## src/rtl/imuldiv_div_arbiter.sv

```systemverilog
// Round-robin arbiter sharing one divider between two requesters, one transaction in flight.
// Optional macro IMULDIV_DIV_ZERO_BYPASS_EN answers divide-by-zero locally without using the divider.
module imuldiv_div_arbiter (
  input  logic        clk,
  input  logic        reset,
  input  logic        req0_fn,
  input  logic [31:0] req0_a,
  input  logic [31:0] req0_b,
  input  logic        req0_val,
  output logic        req0_rdy,
  input  logic        req1_fn,
  input  logic [31:0] req1_a,
  input  logic [31:0] req1_b,
  input  logic        req1_val,
  output logic        req1_rdy,
  output logic [63:0] resp0_result,
  output logic        resp0_val,
  input  logic        resp0_rdy,
  output logic [63:0] resp1_result,
  output logic        resp1_val,
  input  logic        resp1_rdy,
  output logic        divreq_msg_fn,
  output logic [31:0] divreq_msg_a,
  output logic [31:0] divreq_msg_b,
  output logic        divreq_val,
  input  logic        divreq_rdy,
  input  logic [63:0] divresp_msg_result,
  input  logic        divresp_val,
  output logic        divresp_rdy
);

  typedef enum logic [1:0] {IDLE, ISSUE, WAIT, RESP} state_t;

  state_t      state, state_next;
  logic        ptr, owner, fn_q, active;
  logic [31:0] a_q, b_q;
  logic [63:0] result_q;
  logic        grant_any, grant_id, sel_fn, resp_fire;
  logic [31:0] sel_a, sel_b;

  // active holds request ready low until the first edge after reset is released
  always_comb begin
    grant_any = active && (state == IDLE) && (req0_val || req1_val);
    grant_id  = (req0_val && req1_val) ? ptr : req1_val;
    sel_fn    = grant_id ? req1_fn : req0_fn;
    sel_a     = grant_id ? req1_a  : req0_a;
    sel_b     = grant_id ? req1_b  : req0_b;
    resp_fire = (state == RESP) && (owner ? resp1_rdy : resp0_rdy);
  end

  always_comb begin
    state_next = state;
    case (state)
      IDLE: if (grant_any) begin
`ifdef IMULDIV_DIV_ZERO_BYPASS_EN
        state_next = (sel_b == 32'd0) ? RESP : ISSUE;
`else
        state_next = ISSUE;
`endif
      end
      ISSUE: if (divreq_rdy)  state_next = WAIT;
      WAIT:  if (divresp_val) state_next = RESP;
      RESP:  if (resp_fire)   state_next = IDLE;
      default: state_next = IDLE;
    endcase
  end

  always_comb begin
    req0_rdy      = grant_any && !grant_id;
    req1_rdy      = grant_any && grant_id;
    divreq_val    = (state == ISSUE);
    divresp_rdy   = (state == WAIT);
    resp0_val     = (state == RESP) && !owner;
    resp1_val     = (state == RESP) && owner;
    divreq_msg_fn = fn_q;
    divreq_msg_a  = a_q;
    divreq_msg_b  = b_q;
    resp0_result  = result_q;
    resp1_result  = result_q;
  end

  always_ff @(posedge clk) begin
    if (!reset) begin
      state    <= IDLE;
      active   <= 1'b0;
      ptr      <= 1'b0;
      owner    <= 1'b0;
      fn_q     <= 1'b0;
      a_q      <= 32'd0;
      b_q      <= 32'd0;
      result_q <= 64'd0;
    end else begin
      state  <= state_next;
      active <= 1'b1;
      if (grant_any) begin
        owner <= grant_id;
        fn_q  <= sel_fn;
        a_q   <= sel_a;
        b_q   <= sel_b;
`ifdef IMULDIV_DIV_ZERO_BYPASS_EN
        if (sel_b == 32'd0) result_q <= {sel_a, 32'hffffffff};
`endif
      end
      if (state == WAIT && divresp_val) result_q <= divresp_msg_result;
      // hand priority to the other requester once the response has been taken
      if (resp_fire) ptr <= ~owner;
    end
  end

endmodule
```

## config.mk

```make
export PLATFORM = sky130hd
export DESIGN_NAME = imuldiv_div_arbiter
export DESIGN_NICKNAME = d
export VERILOG_FILES = /design/src/rtl/imuldiv_div_arbiter.sv
export SDC_FILE = /design/constraint.sdc
export NUM_CORES = 1
export LEC_CHECK = 0
export BUFFER_PORTS_ARGS = -buffer_cell sky130_fd_sc_hd__buf_4
export CORE_AREA = 2 2 156 158
export CTS_BUF_LIST = sky130_fd_sc_hd__clkbuf_8
export CTS_CLUSTER_DIAMETER = 40
export DETAILED_ROUTE_END_ITERATION = 8
export DIE_AREA = 0 0 158 160
export PLACE_DENSITY = 0.53
export SYNTH_ARGS = -nofsm -noshare
export SYNTH_HDL_FRONTEND = slang
export SYNTH_SLANG_ARGS = --single-unit
```

## constraint.sdc

```tcl
create_clock -name clk -period 2.2 [get_ports clk]
set_input_delay 0.44 -clock clk [delete_from_list [all_inputs] [get_ports clk]]
set_output_delay 0.44 -clock clk [all_outputs]
set_load 0.05 [all_outputs]
```

Word level (Yosys, flattened, before mapping). Index checks and enable logic that the tools add are counted.

Logic and storage cells: 41. Output and inout port bits: 199. Input bits: 202. Register bits after elaboration: 134.

Reduce and logical (&&, ||, !) cells: 14. Eq/ne operators: 7. Bitwise gates (word level): 1. Muxes and demuxes: 11.

Operators with widths (count): two-way mux 32 bit (2); logical AND 1 bit (9); two-way mux 2 bit (4); one-hot mux 2 bit (4 select lines) (1); != test 2 bit (second input constant) (3); equality test 2 bit (second input constant) (2); two-way mux 1 bit (4); AND reduction 4 bit (1); equality test 2 x 1 -> 1 bit (second input constant) (1); zero test 1 bit (2); zero test 2 bit (1); != test 2 x 1 -> 1 bit (second input constant) (1); logical OR 1 bit (1); inverter 1 bit (1).

Depth between registers and ports, before layout.
Word-level depth: 5. Depth in mapped cells: 8. Gate-level depth less buffers: 6.

Worst setup path before layout. OpenSTA, ideal clock, no wires.

Kind: reg2reg. From: register state[0]. To: register result_q[59], in the netlist resp0_result[59]. Buffers on the path: 2. Setup time: 0.071 ns. Arrival time: 1.726 ns. Clock period less this slack: 1.797 ns. Cell stages (with the launch flop): 8. Path slack: 0.403 ns. Data required time: 2.129 ns. Cell sequence: dfxtp_1 > inv_1 > ha_1 > and2_1 > buf_2 > buf_1 > nand2_1 > a21oi_1.

Word-level cells in the longest chain between the ends: 2.

RTL lines: start: declaration (line 34) `state_t state, state_next;`; start signal: assignment (line 93) `state <= state_next;`; equality test 2 bit; net divresp_rdy (line 29) `output logic divresp_rdy`; logical AND 1 bit (line 104) `if (state == WAIT && divresp_val) result_q <= divresp_msg_result;`; end signal: assignment (line 104); end: declaration (line 37) `logic [63:0] result_q;`.

The timed path passes the listed nets, and every way through them passes these cells. A chain may end at the register's enable or synchronous reset.

Final worst setup path.
From: register state[0]. To: output port req0_rdy.

Word-level cells in the longest chain between the ends: 4.

RTL lines: zero test 2 bit (line 43) `grant_any = active && (state == IDLE) && (req0_val || req1_val);`; logical AND 1 bit (2 in series) (line 43); logical AND 1 bit (line 69) `req0_rdy = grant_any && !grant_id;`; end: declaration (line 10) `output logic req0_rdy,`.

Every way passes these cells.

==> out/results.ini <==
[final_layout]
fin_nets = 1128
design_area_mm2 = 0.00857
syn_to_final_growth_pct = 62.3
layout-drive-gt1-share = 0.480
final_util = 0.360

[detailed_routing]
drt-initial-drc-count = 446
viasPerCell = 4.43
wire_per_inst_um = 16.3
drc_errors = 4
drtAntennaViolNets = 0
firstDrtPassIters = 9
route.final.wire_length_mm = 20.6
vias = 5586

[pwr]
p_per_area_mw_per_mm2 = 1060
p_leak_uw = 0.00390
irDropWorstVdd_mv = 0.446

[global_route]
grt_pass1_vias = 5429
grt_max_degree = 67
antenna_found_initial = 1
overflow = 0
track_usage = 0.153
grt_pass1_wl_mm = 30.0

[sta]
slew_violations = 0
clock.fmax_mhz = 487
tightest_slew_ps = 677
setup_viol_count_final = 0
setup_tns_ps = 0
hold_viol_final = 0
finalCritPeriodShare = 0.934
slew_headroom = 0.549
fin_skew_ps = 13.4
layout_min_cycle_time_ps = 2050
rsz0062_at_grt = yes

[floorplan]
die_h_um = 160
die_area_mm2 = 0.0253
initial_core_util = 0.222
rows = 57
ioPinCount = 401
coreArea_mm2 = 0.0238
dieWidth_um = 158

[min_path]
min_path_type = input port to register

[cts]
htreeDepth = 4
cts.clk_slew.worst_paths_ps = 80
clock_latency_ps = 430
cts-root-buf = clkbuf_8
clock_path_buffers = 2
numCtsBuffers = 17
cts_sinks = 134
postCtsHoldBufs = 0
cts_tree = built

[synth]
async_flop_share = 0
synth_seq_area_share = 0.508
syn_nets = 810
synth_edf_count = 0
syn_inst = 604
yosysTopAreaCellShare = 0.508
ys_warn_count = 0
synth_top_cell_by_area = dfxtp_1
synth_commonest_cells = dfxtp_1, nand2_1, a21oi_1, nor2_1, a222oi_1
synthFlopType = dfxtp_1
syn_area_mm2 = 0.00528
avgSynthCellArea_um2 = 8.75
synth.area.top_cells = dfxtp_1, a222oi_1, nand2_1
synth_seq_cells = 134
synthDistinctLibCells = 22

[outcome]
outcome = finished, violations left
violations = design-rule violations

[setup_path]
crit_type = register to primary output
worstPathArrival_ps = 1610
endpoint_kind = primary output
crit_required_ps = 1760
crit_fanout = 5
startpoint_type = register

[place]
gp_congestion = 0.719
placed_area_mm2 = 0.00819
hpwl_mm = 14.6
io_buffer_count = 400

[job]
maxCapViolCount = 0

## worst max-delay path: stages, from the launching register on
cell and delay [ps]:
dfxtp_1 330, inv_1 110, ha_2 230, nand3_1 120
a21oi_4 200, buf_6 190
## timing repair
| action | 4_1_cts | 5_1_grt |
|---|---|---|
| pin swaps | 0 | 0 |
| resized for setup | 1 | 2 |
| setup endpoints to repair | 1 | 4 |
| buffers inserted | 1 | 0 |
## where the power goes
group	internal, uW	switching (uW)	total (uW)
clock	898	1080	1970
combinational	1320	2730	4050
sequential	2780	250	3030
total	5000	4050	9060
## layer usage
metal / part of all wire / GRT usage / wire length (um)
met1: 0.38 / 0.173 / 7890
met2: 0.50 / 0.267 / 10300
met3: 0.10 / 0.0545 / 2130
met4: 0.014 / 0.0483 / 278
met5: 0 / 0 / 0
## metrics by stage
stage	cells	total power (uW)	hold WS (ps)	worst slack, ps
2_1_floorplan	604	5880	468	403
3_3_place_gp	1226	7140	461	297
3_5_place_dp	1226	7160	466	229
4_1_cts	1259	9220	123	56.5
5_1_grt	1260	9550	121	-11.2
6_report	1260	9060	169	146
## cell families (layout without fill, tap and decap cells)
group | count (synthesis) | count (layout) | synth area share
other | 0 | 1 | 0
AOI/OAI and AO/OA | 138 | 138 | 0.195
and+or+nand+nor | 207 | 207 | 0.150
DFF | 134 | 134 | 0.508
buffers and inverters | 119 | 450 | 0.135
adders and majority gates | 4 | 4 | 0.00947
muxes | 2 | 2 | 0.00379
## layout make-up
| cell class | instances | area, um^2 |
|---|---|---|
| Sequential cell | 134 | 2680 |
| Antenna cell | 1 | 2.50 |
| Inverter | 7 | 28.8 |
| Fill cell | 2555 | 15200 |
| Tap cell | 324 | 405 |
| Clock buffer | 17 | 234 |
| Multi-Input combinational cell | 351 | 1920 |
| Clock inverter | 15 | 133 |
| Timing Repair Buffer | 411 | 3170 |
## sequential cells by signal, summed over array words and instances (netlist names)
signal and cells:
divreq_msg_a 32, ptr 1, state 2, divreq_msg_fn 1, divreq_msg_b 32, resp0_result 64
active 1, owner 1
## placed cells by master, fill, tap and decap left out, drive strengths merged, types with 2 or more instances in the layout
| cell type | instances |
|---|---|
| mux2i | 2 |
| nand3 | 2 |
| nor2 | 68 |
| inv | 12 |
| buf | 411 |
| a21oi | 68 |
| clkinv | 4 |
| dfxtp | 134 |
| and2 | 2 |
| clkbuf | 17 |
| nand2 | 134 |
| ha | 4 |
| clkinvlp | 5 |
| a222oi | 66 |
## final timing paths
kind | startpoint | end | slack (ps) | cells past startpoint
setup / recovery | state[0]$_SDFFE_PN0P_ | req0_rdy | 150 | 5
hold / removal | reset | active$_DFF_P_ | 170 | 1
setup reg to reg | state[0]$_SDFFE_PN0P_ | divreq_msg_b[28]$_SDFFE_PN0P_ | 230 | 7
hold reg to reg | resp0_result[31]$_SDFFE_PN0P_ | resp0_result[31]$_SDFFE_PN0P_ | 470 | 2
Power figures use the tool's default switching activity.
